`src/rtl/multibank_arbiter.sv`:
```
// Multi-bank memory scheduler: routes per-port read/write requests to banks by
// low address bits, with an independent round-robin arbiter per bank.
// Optional conflict counter output is enabled by defining MBA_CONFLICT_CNT_EN.
module multibank_arbiter #(
  parameter int NUM_PORTS  = 4,
  parameter int NUM_BANKS  = 4,
  parameter int ADDR_WIDTH = 8,
  parameter int DATA_WIDTH = 32,
  localparam int BSW = $clog2(NUM_BANKS),
  localparam int BAW = ADDR_WIDTH - BSW
) (
  input  logic                             clk,
  input  logic                             rst_n,
  input  logic [NUM_PORTS*ADDR_WIDTH-1:0]  r_addr,
  input  logic [NUM_PORTS-1:0]             r_avalid,
  output logic [NUM_PORTS-1:0]             r_aready,
  output logic [NUM_PORTS-1:0]             r_dvalid,
  output logic [NUM_PORTS*DATA_WIDTH-1:0]  r_data,
  input  logic [NUM_PORTS*ADDR_WIDTH-1:0]  w_addr,
  input  logic [NUM_PORTS*DATA_WIDTH-1:0]  w_data,
  input  logic [NUM_PORTS-1:0]             w_valid,
  output logic [NUM_PORTS-1:0]             w_ready,
  output logic [NUM_BANKS-1:0]             bank_en,
  output logic [NUM_BANKS-1:0]             bank_we,
  output logic [NUM_BANKS*BAW-1:0]         bank_addr,
  output logic [NUM_BANKS*DATA_WIDTH-1:0]  bank_wdata,
  input  logic [NUM_BANKS*DATA_WIDTH-1:0]  bank_rdata
`ifdef MBA_CONFLICT_CNT_EN
  ,
  output logic [31:0]                      conflict_cnt
`endif
);

  // Handshake: a transfer happens on a cycle where valid & ready are both 1.
  // Ready is combinational from valid and is never 1 while valid is 0; the
  // requester keeps valid/addr/data stable until it sees ready.

  localparam int NREQ = 2 * NUM_PORTS;
  localparam int RRW  = $clog2(NREQ);

  logic [RRW-1:0]        rr_q [NUM_BANKS];
  logic [RRW-1:0]        rr_d [NUM_BANKS];
  logic [NUM_PORTS-1:0]  rd_pend_q;
  logic [BSW-1:0]        rd_bank_q [NUM_PORTS];
  logic [DATA_WIDTH-1:0] r_hold_q [NUM_PORTS];

  // Requester index k: even = write of port k/2, odd = read of port k/2.
  always_comb begin : arb
    logic [NREQ-1:0] req;
    logic            found;
    int              idx;
    int              gidx;
    int              p;
    r_aready   = '0;
    w_ready    = '0;
    bank_en    = '0;
    bank_we    = '0;
    bank_addr  = '0;
    bank_wdata = '0;
    req        = '0;
    found      = 1'b0;
    idx        = 0;
    gidx       = 0;
    p          = 0;
    for (int b = 0; b < NUM_BANKS; b++) begin
      rr_d[b] = rr_q[b];
      req     = '0;
      for (int q = 0; q < NUM_PORTS; q++) begin
        req[2*q]   = w_valid[q]  && (w_addr[q*ADDR_WIDTH +: BSW] == BSW'(b));
        req[2*q+1] = r_avalid[q] && (r_addr[q*ADDR_WIDTH +: BSW] == BSW'(b));
      end
      found = 1'b0;
      gidx  = 0;
      for (int i = 0; i < NREQ; i++) begin
        idx = int'(rr_q[b]) + i;
        if (idx >= NREQ) idx = idx - NREQ;
        if (!found && req[idx]) begin
          found = 1'b1;
          gidx  = idx;
        end
      end
      if (found && rst_n) begin
        p          = gidx / 2;
        bank_en[b] = 1'b1;
        rr_d[b]    = (gidx == NREQ - 1) ? '0 : RRW'(gidx + 1);
        if (gidx % 2 == 0) begin
          bank_we[b]                             = 1'b1;
          w_ready[p]                             = 1'b1;
          bank_addr[b*BAW +: BAW]                = w_addr[p*ADDR_WIDTH + BSW +: BAW];
          bank_wdata[b*DATA_WIDTH +: DATA_WIDTH] = w_data[p*DATA_WIDTH +: DATA_WIDTH];
        end else begin
          r_aready[p]             = 1'b1;
          bank_addr[b*BAW +: BAW] = r_addr[p*ADDR_WIDTH + BSW +: BAW];
        end
      end
    end
  end

  // Bank read data arrives one cycle after the grant; steer it straight out
  // while dvalid is high and hold the last value otherwise.
  always_comb begin
    r_data = '0;
    for (int p = 0; p < NUM_PORTS; p++) begin
      r_data[p*DATA_WIDTH +: DATA_WIDTH] = rd_pend_q[p]
        ? bank_rdata[int'(rd_bank_q[p])*DATA_WIDTH +: DATA_WIDTH]
        : r_hold_q[p];
    end
  end

  assign r_dvalid = rd_pend_q;

  always_ff @(posedge clk or negedge rst_n) begin
    if (!rst_n) begin
      rd_pend_q <= '0;
      for (int b = 0; b < NUM_BANKS; b++) rr_q[b] <= '0;
      for (int p = 0; p < NUM_PORTS; p++) begin
        rd_bank_q[p] <= '0;
        r_hold_q[p]  <= '0;
      end
    end else begin
      rd_pend_q <= r_avalid & r_aready;
      for (int b = 0; b < NUM_BANKS; b++) rr_q[b] <= rr_d[b];
      for (int p = 0; p < NUM_PORTS; p++) begin
        if (r_avalid[p] && r_aready[p]) rd_bank_q[p] <= r_addr[p*ADDR_WIDTH +: BSW];
        r_hold_q[p] <= r_data[p*DATA_WIDTH +: DATA_WIDTH];
      end
    end
  end

`ifdef MBA_CONFLICT_CNT_EN
  logic [31:0] cnt_q;
  logic        stall;

  // One increment per cycle no matter how many requesters are stalled.
  assign stall        = (|(r_avalid & ~r_aready)) || (|(w_valid & ~w_ready));
  assign conflict_cnt = cnt_q;

  always_ff @(posedge clk or negedge rst_n) begin
    if (!rst_n) begin
      cnt_q <= '0;
    end else if (stall && (cnt_q != 32'hFFFF_FFFF)) begin
      cnt_q <= cnt_q + 32'd1;
    end
  end
`endif

endmodule

```
`config.mk`:
```
export PLATFORM = sky130hd
export DESIGN_NAME = multibank_arbiter
export DESIGN_NICKNAME = d
export VERILOG_FILES = /design/src/rtl/multibank_arbiter.sv
export SDC_FILE = /design/constraint.sdc
export NUM_CORES = 1
export LEC_CHECK = 0
export CORE_AREA = 2 2 247 249
export DETAILED_ROUTE_END_ITERATION = 10
export DIE_AREA = 0 0 249 251
export RECOVER_POWER = 25
export SETUP_SLACK_MARGIN = 0.5
export SYNTH_ARGS = -nofsm -noshare
export SYNTH_HDL_FRONTEND = slang
export SYNTH_SLANG_ARGS = --single-unit
export TNS_END_PERCENT = 100
```
`constraint.sdc`:
```
create_clock -name clk -period 10.9 [get_ports clk]
set_input_delay 3.27 -clock clk [delete_from_list [all_inputs] [get_ports clk]]
set_output_delay 3.27 -clock clk [all_outputs]
set_load 0.01 [all_outputs]
```
; After elaboration in Yosys (flattened, before gate mapping)
; Index checks and enable logic that the tools add are counted.
[classes]
magnitude_cmp = 72
reduce_logical = 112
add_sub_neg = 72
shift = 16
div = 0
n_eq_ne = 28
bitwise = 11
n_mul = 0
muxes = 252
[op_table]
columns = op, n
row1 = 2-to-1 mux 32 bit, 76
row2 = "< comparator 32 x 5 -> 1 bit, second input constant", 32
row3 = indexed part select 128 x 32 -> 32 bit, 4
row4 = indexed part select 128 x 8 -> 32 bit, 4
row5 = indexed part select 32 x 32 -> 6 bit, 8
row6 = "subtractor 4 x 4 -> 5 bit, second input constant", 28
row7 = adder 32 x 1 -> 32 bit, 4
row8 = "adder 32 x 3 -> 32 bit, second input constant", 4
row9 = "equality test 32 x 4 -> 1 bit, second input constant", 4
row10 = ">= comparator 32 x 1 -> 1 bit, second input constant", 4
row11 = zero test 32 bit, 4
row12 = "< comparator 32 x 4 -> 1 bit, second input constant", 4
row13 = ">= comparator 4 bit, second input constant", 28
row14 = 2-to-1 mux 1 bit, 112
row15 = binary-select mux 1 bit (select 3 bit), 32
row16 = logical AND 1 bit, 72
row17 = "adder 3 x 3 -> 4 bit, second input constant", 16
row18 = 2-to-1 mux 4 bit, 16
row19 = 2-to-1 mux 6 bit, 8
row20 = "adder 3 x 2 -> 4 bit, second input constant", 8
row21 = "equality test 2 bit, second input constant", 16
row22 = zero test 1 bit, 28
row23 = bitwise OR 4 bit, 6
row24 = "subtractor 3 x 4 -> 5 bit, second input constant", 4
row25 = other kinds (9), 41
[totals]
input_bits = 330
romBits = 0
n_memories = 0
latch_bits = 0
mem_bits_rw = 0
out_inout_bits = 300
wordCells = 576
regBits = 152

; Longest topological paths before layout
[logic_depth]
word_depth = 45
depth_mapped = 25
depth_no_buf = 23

; Least setup slack after synthesis
; No wires, ideal clock.
[synth_timing]
path_type = input-to-output
start = in w_addr[1]
end = out bank_wdata[39]
path_slack_ns = 0.355
arrival_time_ns = 7.275
path_buffers = 4
t_required_ns = 7.630
path_stages = 15
cell_sequence = buf_4 > nand3b_1 > mux4_1 > mux2_2 > nor2_1 > nor2_1 > o32ai_1 > a21oi_1 > a41oi_1 > ha_1 > clkbuf_1 > buf_1 > clkbuf_1 > mux4_2 > and3_1
[synth_via]
elab_chain_cells = 32
elab_cells_between_ends = 63
classes_between = add/sub (1) / eq/ne (1) / shift (1) / mux (42) / bitwise (1) / reduce/logical (17)
[synth_rtl]
columns = element, line
row1 = "start, declared", 19  ; input logic [NUM_PORTS*ADDR_WIDTH-1:0] w_addr,
row2 = equality test 2 x 1 -> 1 bit (*), 69  ; req[2*q] = w_valid[q] && (w_addr[q*ADDR_WIDTH +: BSW] == BSW'(b));
row3 = logical AND 1 bit (*), 69
row4 = binary-select mux 1 bit (select 3 bit), 77  ; if (!found && req[idx]) begin
row5 = 2-to-1 mux 1 bit (not written as such) (2 in series), 77
row6 = 2-to-1 mux 1 bit, 77
row7 = zero test 1 bit, 77
row8 = logical AND 1 bit, 77
row9 = 2-to-1 mux 1 bit, 77
row10 = [... 15 more ...], -
row11 = zero test 1 bit, 77
row12 = logical AND 1 bit, 77
row13 = 2-to-1 mux 32 bit, 77
row14 = AND 1 bit (no line), -
row15 = adder 32 x 1 -> 32 bit (no line), -
row16 = indexed part select 128 x 32 -> 32 bit, 90  ; bank_wdata[b*DATA_WIDTH +: DATA_WIDTH] = w_data[p*DATA_WIDTH +: DATA_WIDTH];
row17 = 2-to-1 mux 32 bit, 86  ; if (gidx % 2 == 0) begin
row18 = 2-to-1 mux 32 bit (*), 82  ; if (found && rst_n) begin
row19 = "end, declared", 26  ; output logic [NUM_BANKS*DATA_WIDTH-1:0] bank_wdata,
; Mark *: on every way between the ends. The rest lies on a longest branch, timed or not. The select of a mux whose other input is x is not followed.

; Final worst setup path
[layout_timing]
start = in r_avalid[1]
end = out bank_wdata[31]
[layout_via]
elab_chain_cells = 31
elab_cells_between_ends = 62
classes_between = add/sub (1) / shift (1) / mux (42) / bitwise (1) / reduce/logical (17)
[layout_rtl]
columns = element, line
row1 = "start, declared", 15  ; input logic [NUM_PORTS-1:0] r_avalid,
row2 = logical AND 1 bit (*), 70  ; req[2*q+1] = r_avalid[q] && (r_addr[q*ADDR_WIDTH +: BSW] == BSW'(b));
row3 = binary-select mux 1 bit (select 3 bit), 77
row4 = 2-to-1 mux 1 bit (not written as such) (2 in series), 77
row5 = 2-to-1 mux 1 bit, 77
row6 = zero test 1 bit, 77
row7 = logical AND 1 bit, 77
row8 = 2-to-1 mux 1 bit, 77
row9 = zero test 1 bit, 77
row10 = [... 14 more ...], -
row11 = zero test 1 bit, 77
row12 = logical AND 1 bit, 77
row13 = 2-to-1 mux 32 bit, 77
row14 = AND 1 bit (no line), -
row15 = adder 32 x 1 -> 32 bit (no line), -
row16 = indexed part select 128 x 32 -> 32 bit, 90
row17 = 2-to-1 mux 32 bit, 86
row18 = 2-to-1 mux 32 bit (*), 82
; Marked as above.

==> key figures <==
Setup path
  • CP endpoint kind: output port
  • CP Launch Type: primary input
  • Cell family with most CP delay: compound AO/OA/AOI/OAI gates
  • Worst-path maximum fanout: 8
  • Crit-path slowest cell: mux4_2
  • Critical path arrival: 7110 ps
  • Reg2Reg Depth: 20
  • Count of buffer and inverter cells on the critical path: 7
  • Crit-path max cell delay: 510 ps
  • CP required: 7630 ps
  • Worst setup path category: in -> out
  • Crit-path cells: buf_6 -> buf_8 -> or3b_4 -> mux4_2 -> a2111o_1 -> nor2_1 -> o21ai_1 -> a21oi_1 -> nor2_1 -> o211ai_1 -> o21ai_1 -> o31ai_2 -> ha_4 -> buf_6 -> buf_6 -> buf_16 -> buf_12 -> mux4_2 -> and3_4 -> buf_6
  • CP dominant cell by count: buf_6
  • WP depth: 20

Floorplanning
  • Core ar.: 59,800 um2
  • Die X: 249 um
  • Total Die Area: 62,500 um2
  • Boundary Pins: 630
  • Row cnt: 90
  • Die height: 251 um
  • Starting density of the core: 34.2%

Drt
  • WL final: 98,100 um
  • DR DRC count: 0
  • Iter 0 DRT Violations: 1,971
  • Detailed-route vias per instance: 6.14
  • DRT Pass-1 Iters: 6
  • Post-route ant nets: 0
  • Wire per inst: 28.5 um
  • Routed vias: 21,100

Layout
  • Nets: 2,999
  • Layout area overhead: 57.7%
  • Share of cells above drive strength 1: 47.5%
  • Number of fill cells in the layout: 5,141

Clock tree
  • CTS Buffer Depth: 2
  • CTS clk-pin slew, worst paths: 60 ps
  • Clock sinks: 152
  • Latest clock arrival within the worst-skew pair: 460 ps
  • H-tree levels: 4
  • CTS Buf Count: 17
  • CTS tree: done
  • CTS root buffer: clkbuf_16

Global routing
  • GRT Total Usage: 30.6%
  • Total gr overflow: 0
  • Vias in the first global route: 21,700
  • Initial antenna violation count: 29
  • Largest net degree at the start of global routing: 71
  • First-pass GRT wire length: 144,000 um

Min path
  • Hold Crit Depth: 1
  • Worst Hold Class: reg -> reg

Yosys
  • Synth async-reset ratio: 100%
  • Top cell type's share of synthesized area: 36.3%
  • Synth Warn #: 0
  • EDFF count, synth: 0
  • Syn avg cell area: 12.0 um2
  • Netlist cell types: 107
  • Cells after Synth: 1,705
  • Area leader, netlist: mux4_2
  • Synth top area cells: mux4_2 36%, dfrtp_1 19%, mux2_2 8.5%, mux4_1 3.3%, mux2i_1 3.0%
  • Most common flop cell mapped by yosys: dfrtp_1
  • Register area share after synthesis: 18.6%
  • FF+latch count, synth: 152
  • Syn Std Cell Area: 20,400 um2

STA
  • Slew Viols, Final: 46
  • Hold Vio Cnt, Final: 0
  • PnR worst setup slack: 522 ps
  • Period utilization: 95.2%
  • Slew @ Worst Pin: 2670 ps
  • Setup Skew: 14.4 ps
  • Final setup fails: 0
  • Min cycle time layout: 10,380 ps
  • RSZ-0062 raised after global routing: true
  • Relative slew slack: -77.8%
  • Max Freq: 96.4 MHz

Place
  • Pre-CTS worst setup slack: -545 ps
  • RD Place Congestion: 0.996
  • HPWL Detailed: 74,300 um
  • Input/output buffers: 629

Run status
  • Failing checks: max-capacitance violations, max-slew violations
  • Status: complete, but fails checks

Flow run
  • MaxCap Viol Count: 1
==> layout make-up <==
| type | instances | area, um2 | share of cell area, % |
|---|---|---|---|
| tap | 782 | 978 | 3.04 |
| sequential | 152 | 3820 | 11.8 |
| clock buffer | 19 | 443 | 1.37 |
| timing repair buffer | 1062 | 10100 | 31.3 |
| clock inverter | 12 | 116 | 0.361 |
| inverter | 39 | 146 | 0.454 |
| multi-input combinational | 1354 | 16600 | 51.5 |
| antenna | 21 | 52.6 | 0.163 |
==> metal layers <==
metal | track usage [%] | wire (um)
met1 | 36.4 | 35800
met2 | 51.7 | 47700
met3 | 7.54 | 9310
met4 | 15.7 | 5220
met5 | 0 | 48
==> cells in the final DEF (no fill, tap or decap), types with 24 or more instances in the layout <==
| cell | synthesis | routed |
|---|---|---|
| clkdlybuf4s50_1 | 0 | 415 |
| buf_4 | 11 | 341 |
| mux4_2 | 329 | 339 |
| dfrtp_1 | 152 | 142 |
| mux2_2 | 155 | 124 |
| buf_6 | 8 | 102 |
| nand2_1 | 94 | 89 |
| nor2_1 | 81 | 75 |
| nor2b_1 | 73 | 58 |
| mux2i_1 | 61 | 52 |
| and3_4 | 0 | 39 |
| a21oi_1 | 43 | 37 |
| and3_1 | 75 | 37 |
| buf_2 | 6 | 36 |
| mux2_1 | 6 | 35 |
| ha_1 | 43 | 35 |
| buf_12 | 0 | 35 |
| dlygate4sd2_1 | 0 | 33 |
| inv_1 | 30 | 29 |
| dlygate4sd3_1 | 0 | 29 |
| nand3_1 | 26 | 25 |
| o21ai_0 | 31 | 25 |
| clkbuf_2 | 1 | 24 |
==> path summary, 6_finish.rpt <==
check	start	endpoint	slack (ps)
worst max register to register	rr_q[10]$_DFFE_PN0P_	rd_bank_q[4]$_DFFE_PN0P_	4560
worst min register to register	r_hold_q[70]$_DFF_PN0_	r_hold_q[70]$_DFF_PN0_	480
worst max-delay path	r_avalid[1]	bank_wdata[31]	520
min in group asynchronous	rst_n	rr_q[11]$_DFFE_PN0P_	2730
max in group asynchronous	rst_n	r_dvalid[3]$_DFF_PN0_	5050
worst min-delay path	r_hold_q[70]$_DFF_PN0_	r_hold_q[70]$_DFF_PN0_	480
==> through the flow <==
step           utilization [%]  hold WS [ps]  std cells  TNS, ps  cell area [um2]
3_3_place_gp              50.0           479       3295   -32390            29900
4_1_cts                   52.4           500       3388        0            31400
3_5_place_dp              50.0           484       3295   -38010            29900
2_1_floorplan                -           513       1708        0            20500
5_1_grt                   53.9           506       3439        0            32200
6_report                  53.9           484       3441        0            32200
==> cell usage after synthesis (7+ instances only) <==
cell type	instances
mux4_2	329
mux2_2	155
dfrtp_1	152
clkbuf_1	96
nand2_1	94
nor2_1	81
and3_1	75
nor2b_1	73
mux2i_1	61
a21oi_1	43
ha_1	43
o21ai_0	31
buf_1	30
inv_1	30
mux4_1	26
nand3_1	26
nand3b_1	19
nand2b_1	14
nor4b_1	13
o22ai_1	13
and3b_1	12
nor3_1	12
o211ai_1	12
buf_4	11
or2_2	11
clkbuf_8	10
nor3b_1	9
a22oi_1	8
buf_6	8
nor4_1	8
nand4_1	7
xnor2_1	7
xor2_1	7
==> worst register-to-register path, delay by kind of cell, from the launching register on <==
family                   cells  cell delay [ps]
AO/OA/AOI/OAI                7             1270
flip-flops                   1              840
adder cells (fa/ha/maj)      2             1240
AND/OR/NAND/NOR              2              290
buffers and inverters        7             1610
multiplexers                 2              960
==> cell families after synthesis <==
family          Yosys count  synth area share [%]
compound gates          218                  7.92
buf+inv                 202                  4.77
fa+ha+maj                43                  2.63
other cells               1                0.0183
xor+xnor                 15                 0.680
mux                     577                  51.5
simple gates            497                  13.9
flops                   152                  18.6
==> what timing repair did <==
| action | in CTS | in global routing |
|---|---|---|
| hold buffers | 0 | 0 |
| resized for setup | 639 | 258 |
| setup endpoints to repair | 161 | 157 |
| cloned | 7 | 1 |
| pin swaps | 47 | 54 |
| buffers inserted | 55 | 31 |
==> state kept, by name, summed over array words and instances (netlist names) <==
name and cells:
rr_q 12, r_dvalid 4, r_hold_q 128, rd_bank_q 8
Power is left out: the tool's default activity adds up to more than one toggle a clock period on the data nets, which glitch-free logic cannot reach.
